`src/rtl/if_fetch_ctrl.sv`:
```
// if_fetch_ctrl
//   Instruction-fetch sequencer for the RV32I 5-stage pipeline. Owns the PC,
//   keeps at most one request outstanding to instruction memory and loads the
//   IF/ID register feeding decode. Honours stall from the hazard unit and
//   redirects from EX, discarding the response of any wrong-path fetch.
//
// Ports
//   clk, rst_n             clock, asynchronous active-low reset
//   imem_req / imem_addr   fetch request (level, held until imem_rvalid), address
//   imem_rvalid/imem_rdata response; completes the transfer while imem_req=1
//   stall_i                hold IF/ID and PC
//   redirect_i/_pc_i       taken control transfer from EX and its target
//   ifid_valid/_pc/_instr  IF/ID register contents (NOP_INSTR when not valid)
module if_fetch_ctrl #(
    parameter logic [31:0] RESET_PC  = 32'h0000_0000,
    parameter logic [31:0] NOP_INSTR = 32'h0000_0013
) (
    input  logic        clk,
    input  logic        rst_n,
    output logic        imem_req,
    output logic [31:0] imem_addr,
    input  logic        imem_rvalid,
    input  logic [31:0] imem_rdata,
    input  logic        stall_i,
    input  logic        redirect_i,
    input  logic [31:0] redirect_pc_i,
    output logic        ifid_valid,
    output logic [31:0] ifid_pc,
    output logic [31:0] ifid_instr
);

    typedef enum logic [1:0] {FETCH, HOLD, SQUASH} state_t;

    state_t      state, state_n;
    logic [31:0] pc, pc_n;         // next sequential fetch address (or redirect target)
    logic [31:0] skid_pc, skid_instr;
    logic        skid_ld;
    logic        ld_ifid, bubble;
    logic [31:0] ld_pc, ld_instr;
    logic        done;
    logic [31:0] target;

    assign done   = imem_req & imem_rvalid;
    assign target = {redirect_pc_i[31:2], 2'b00};

    always_comb begin
        state_n  = state;
        pc_n     = pc;
        skid_ld  = 1'b0;
        ld_ifid  = 1'b0;
        bubble   = 1'b0;
        ld_pc    = pc;
        ld_instr = imem_rdata;
        case (state)
            FETCH: begin
                if (redirect_i) begin
                    pc_n   = target;
                    bubble = 1'b1;
                    // An incomplete request cannot be withdrawn; wait it out.
                    state_n = done ? FETCH : SQUASH;
                end else if (done) begin
                    pc_n = pc + 32'd4;
                    if (stall_i) begin
                        skid_ld = 1'b1;
                        state_n = HOLD;
                    end else begin
                        ld_ifid = 1'b1;
                    end
                end else if (!stall_i) begin
                    bubble = 1'b1;
                end
            end
            HOLD: begin
                if (redirect_i) begin
                    pc_n    = target;
                    bubble  = 1'b1;
                    state_n = FETCH;
                end else if (!stall_i) begin
                    ld_ifid  = 1'b1;
                    ld_pc    = skid_pc;
                    ld_instr = skid_instr;
                    state_n  = FETCH;
                end
            end
            SQUASH: begin
                bubble = 1'b1;
                if (redirect_i) pc_n = target;
                if (done) state_n = FETCH;
            end
            default: state_n = FETCH;
        endcase
    end

    always_ff @(posedge clk or negedge rst_n) begin
        if (!rst_n) begin
            state      <= FETCH;
            pc         <= RESET_PC;
            imem_req   <= 1'b0;
            imem_addr  <= RESET_PC;
            skid_pc    <= '0;
            skid_instr <= '0;
            ifid_valid <= 1'b0;
            ifid_pc    <= '0;
            ifid_instr <= NOP_INSTR;
        end else begin
            state    <= state_n;
            pc       <= pc_n;
            imem_req <= (state_n != HOLD);
            // While squashing, the wrong-path address stays on the bus.
            if (state_n != SQUASH) imem_addr <= pc_n;
            if (skid_ld) begin
                skid_pc    <= pc;
                skid_instr <= imem_rdata;
            end
            if (bubble) begin
                ifid_valid <= 1'b0;
                ifid_instr <= NOP_INSTR;
            end else if (ld_ifid) begin
                ifid_valid <= 1'b1;
                ifid_pc    <= ld_pc;
                ifid_instr <= ld_instr;
            end
        end
    end

endmodule

```
`config.mk`:
```
export PLATFORM = sky130hd
export DESIGN_NAME = if_fetch_ctrl
export DESIGN_NICKNAME = d
export VERILOG_FILES = /design/src/rtl/if_fetch_ctrl.sv
export SDC_FILE = /design/constraint.sdc
export NUM_CORES = 1
export LEC_CHECK = 0
export BUFFER_PORTS_ARGS = -buffer_cell sky130_fd_sc_hd__buf_2
export CAP_MARGIN = 20
export CORE_ASPECT_RATIO = 0.9
export CORE_MARGIN = 4
export CORE_UTILIZATION = 56
export DETAILED_ROUTE_END_ITERATION = 8
export PLACE_DENSITY_LB_ADDON = 0.3
export SYNTH_ARGS = -nofsm -noshare
export SYNTH_HDL_FRONTEND = slang
export SYNTH_SLANG_ARGS = --single-unit
```
`constraint.sdc`:
```
create_clock -name clk -period 3.6 [get_ports clk]
set_clock_uncertainty 0.15 [all_clocks]
set_input_delay 0.72 -clock clk [delete_from_list [all_inputs] [get_ports clk]]
set_output_delay 0.72 -clock clk [all_outputs]
set_load 0.005 [all_outputs]
```
==> results.yml <==
layout:
  syn_to_final_growth_pct: 17.1
  n_antenna_cell: 0
  finalNonFillerCells: 1407
  drive_gt1_share_pct: 21.7
  nNetsFinal: 1257
  fin_util_pct: 66.6
grt:
  grt_pass1_vias: 8117
  antenna_found_initial: 0
  grt_max_degree: 85
  gr-total-overflow: 0
  grt_pass1_wl_mm: 42.8
  grtUsageTotal_pct: 27.4
placement:
  dp.final_hpwl_mm: 17.7
  placed_cells: 1375
  port_buffers: 164
  place_ws_ps: 716
  gp_congestion: 0.924
route:
  first_pass_iters: 5
  viasPerCell: 6.01
  vias: 8462
  drt_iter0_drc: 738
  antenna_violating_nets_post_route: 0
  drc: 0
  drt_wl_total_mm: 26.1
  drt-wirelength-per-cell_um: 18.6
synth:
  yosys.area_share.simple_pct: 21.2
  syn_area_per_cell_um2: 9.09
  synth_top_family_by_area: "simple AND/OR/NAND/NOR gates"
  async_reset_ff_share_pct: 100
  yosysSeqAreaShare_pct: 51.3
  synth_warnings: 0
  synth_compound_area_share_pct: 17.0
  synth_seq_cells: 196
  synthesis.area_mm2: 0.00958
  synth_edf_count: 0
  ys.flop_type: "dfrtp_1"
  synthesis.instances: 1053
  synth_xor_xnor_area_share_pct: 0
  synth_fa_ha_area_share_pct: 0.653
  yosysUniqueCellTypes: 65
  yosys-mux-area-fraction_pct: 5.96
  synth_nets: 1127
worst_setup_path:
  startpoint: "state[1]"
  r2r_start: "state[1]"
  arrival_ps: 3190
  cp_max_fo: 17
  cp.required_ps: 3770
  cp-end-kind: "register"
  startpoint_type: "register"
  critical_path_class: "reg -> reg"
sta:
  min_period_ps: 3020
  max_freq_mhz: 331
  hold_violations: 0
  tightest_slew_ps: 1020
  setup_ws_ps: 581
  rsz0062_at_grt: "false"
  setup_tns_ps: 0
  finalSetupViolations: 0
  maxSlewViolCount: 0
  fin_crit_sh_pct: 83.9
  slew_headroom_pct: 31.8
die:
  ios: 167
  initial_core_util_pct: 56.9
  die_w_um: 146
  fp.dieH_um: 132
  num_rows: 45
  coreArea_mm2: 0.0168
  die-area_mm2: 0.0193
pwr:
  power.density_mw_per_mm2: 799
  ir_worst_vdd_uv: 491
  power_leakage_nw: 5.38
  clockPowerShare_pct: 21.3
  internal-power_mw: 5.41
  total_power_mw: 8.96
  power.net_switching_mw: 3.55
  power_frac_comb_pct: 35.5
  p_seq_share_pct: 43.2
  switching_share_pct: 39.6
clock_tree:
  cts_buffers: 17
  cts.path.max_buffers: 2
  ctsRootBufferMaster: "clkbuf_16"
  clkTransAtPathRegs_ps: 80
  cts_resized: 0
  htree_num_levels: 4
  post-cts-setup-buffers: 0
  cts.sinks: 196
  cts_tree: "done"
  postCtsHoldBufs: 0
  clk_latency_ps: 440
flow_run:
  cap_viol_max_count: 0
status:
  outcome: "finished clean"
hold_path:
  hold_class: "in -> async"
==> cells in the final DEF (no fill, tap or decap), types with 6 or more instances in the layout <==
cell,synthesis,layout
o31ai_1,9,9
nor2b_1,19,19
inv_1,13,13
nor4_1,7,7
a22oi_1,6,6
a311oi_1,33,33
nor3_1,8,8
nand3_1,16,15
dfrtp_1,193,193
a22o_1,7,7
o21ai_0,98,97
mux2_2,18,18
a21oi_1,46,45
nand2b_1,8,8
mux2i_1,33,33
a31oi_1,12,12
and4_1,7,7
buf_4,1,20
and3_1,8,7
nand2_1,282,282
clkbuf_16,0,17
buf_2,20,163
nor2_1,69,69
nand4_1,7,7
==> cell families (layout without fill, tap and decap cells) <==
family | Yosys count | after routing
simple gates | 454 | 454
compound gates | 253 | 253
flops | 196 | 196
buf+inv | 91 | 234
mux | 54 | 54
fa+ha+maj | 5 | 5
==> synth_stat cells, types with 8 or more instances <==
master    count  area (µm²)
clkbuf_1     50         188
mux2i_1      33         330
dfrtp_1     193        4830
mux2_2       18         203
buf_2        20         100
nand3_1      16        80.1
inv_1        13        48.8
nand2b_1      8        50.1
nor2_1       69         259
nand2_1     282        1060
a31oi_1      12        75.1
a311oi_1     33         289
o31ai_1       9        67.6
nor3_1        8        40.0
a21oi_1      46         230
o21ai_0      98         490
and3_1        8        50.1
nor2b_1      19         119
==> cell type report <==
| cell class | instances | area, µm² |
|---|---|---|
| inverter | 13 | 48.8 |
| multi-input combinational | 766 | 4320 |
| tap | 211 | 264 |
| sequential | 196 | 4910 |
| fill | 1354 | 5620 |
| clock inverter | 15 | 164 |
| timing repair buffer | 189 | 1080 |
| clock buffer | 17 | 425 |
==> power groups by stage <==
| stage | combinational, mW | sequential, mW | clock (mW) |
|---|---|---|---|
| finish | 3.19 | 3.87 | 1.91 |
| global route | 3.54 | 3.99 | 2.02 |
| CTS | 3.18 | 3.84 | 1.92 |
| detailed placement | 3.15 | 3.87 | 0 |
| global placement | 3.06 | 3.82 | 0 |
| floorplan | 2.05 | 3.65 | 0 |
==> final timing paths <==
path,endpoint,slack [ps],cells after the start
hold / removal,ifid_instr[10],150,1
hold reg to reg,skid_instr[25],330,2
max in group asynchronous,ifid_instr[0],2240,2
setup / recovery,imem_addr[10],580,7
setup reg to reg,imem_addr[10],580,7
min in group clk,skid_instr[25],330,2
==> critical path, cell delays in order, from the launching register on <==
cell	delay, ps
dfrtp_1	430
ha_1	550
buf_4	340
nand2b_1	520
nor2_1	130
a311oi_1	330
a311oi_1	110
mux2_2	340
==> stage by stage <==
step | hold WS, ps | instance area, µm²
3_3_place_gp | 301 | 10600
6_report | 148 | 11200
5_1_grt | 191 | 11200
2_1_floorplan | 274 | 9580
3_5_place_dp | 312 | 10600
4_1_cts | 187 | 11200
==> sequential cells by signal (all words and copies together) (netlist names) <==
signal      flops
ifid_pc        32
pc             32
ifid_valid      1
imem_addr      32
ifid_instr     32
skid_pc        32
imem_req        1
skid_instr     32
state           2
==> layer usage <==
metal / track usage, % / wire, µm / vias to the layer above
met5: 0 / 0 / -
met4: 8.28 / 444 / 0
met3: 5.84 / 2240 / 49
met2: 40.4 / 11700 / 400
met1: 41.0 / 11800 / 4073
li1: - / - / 3940
Note: power is estimated with default switching activity, not from simulation.
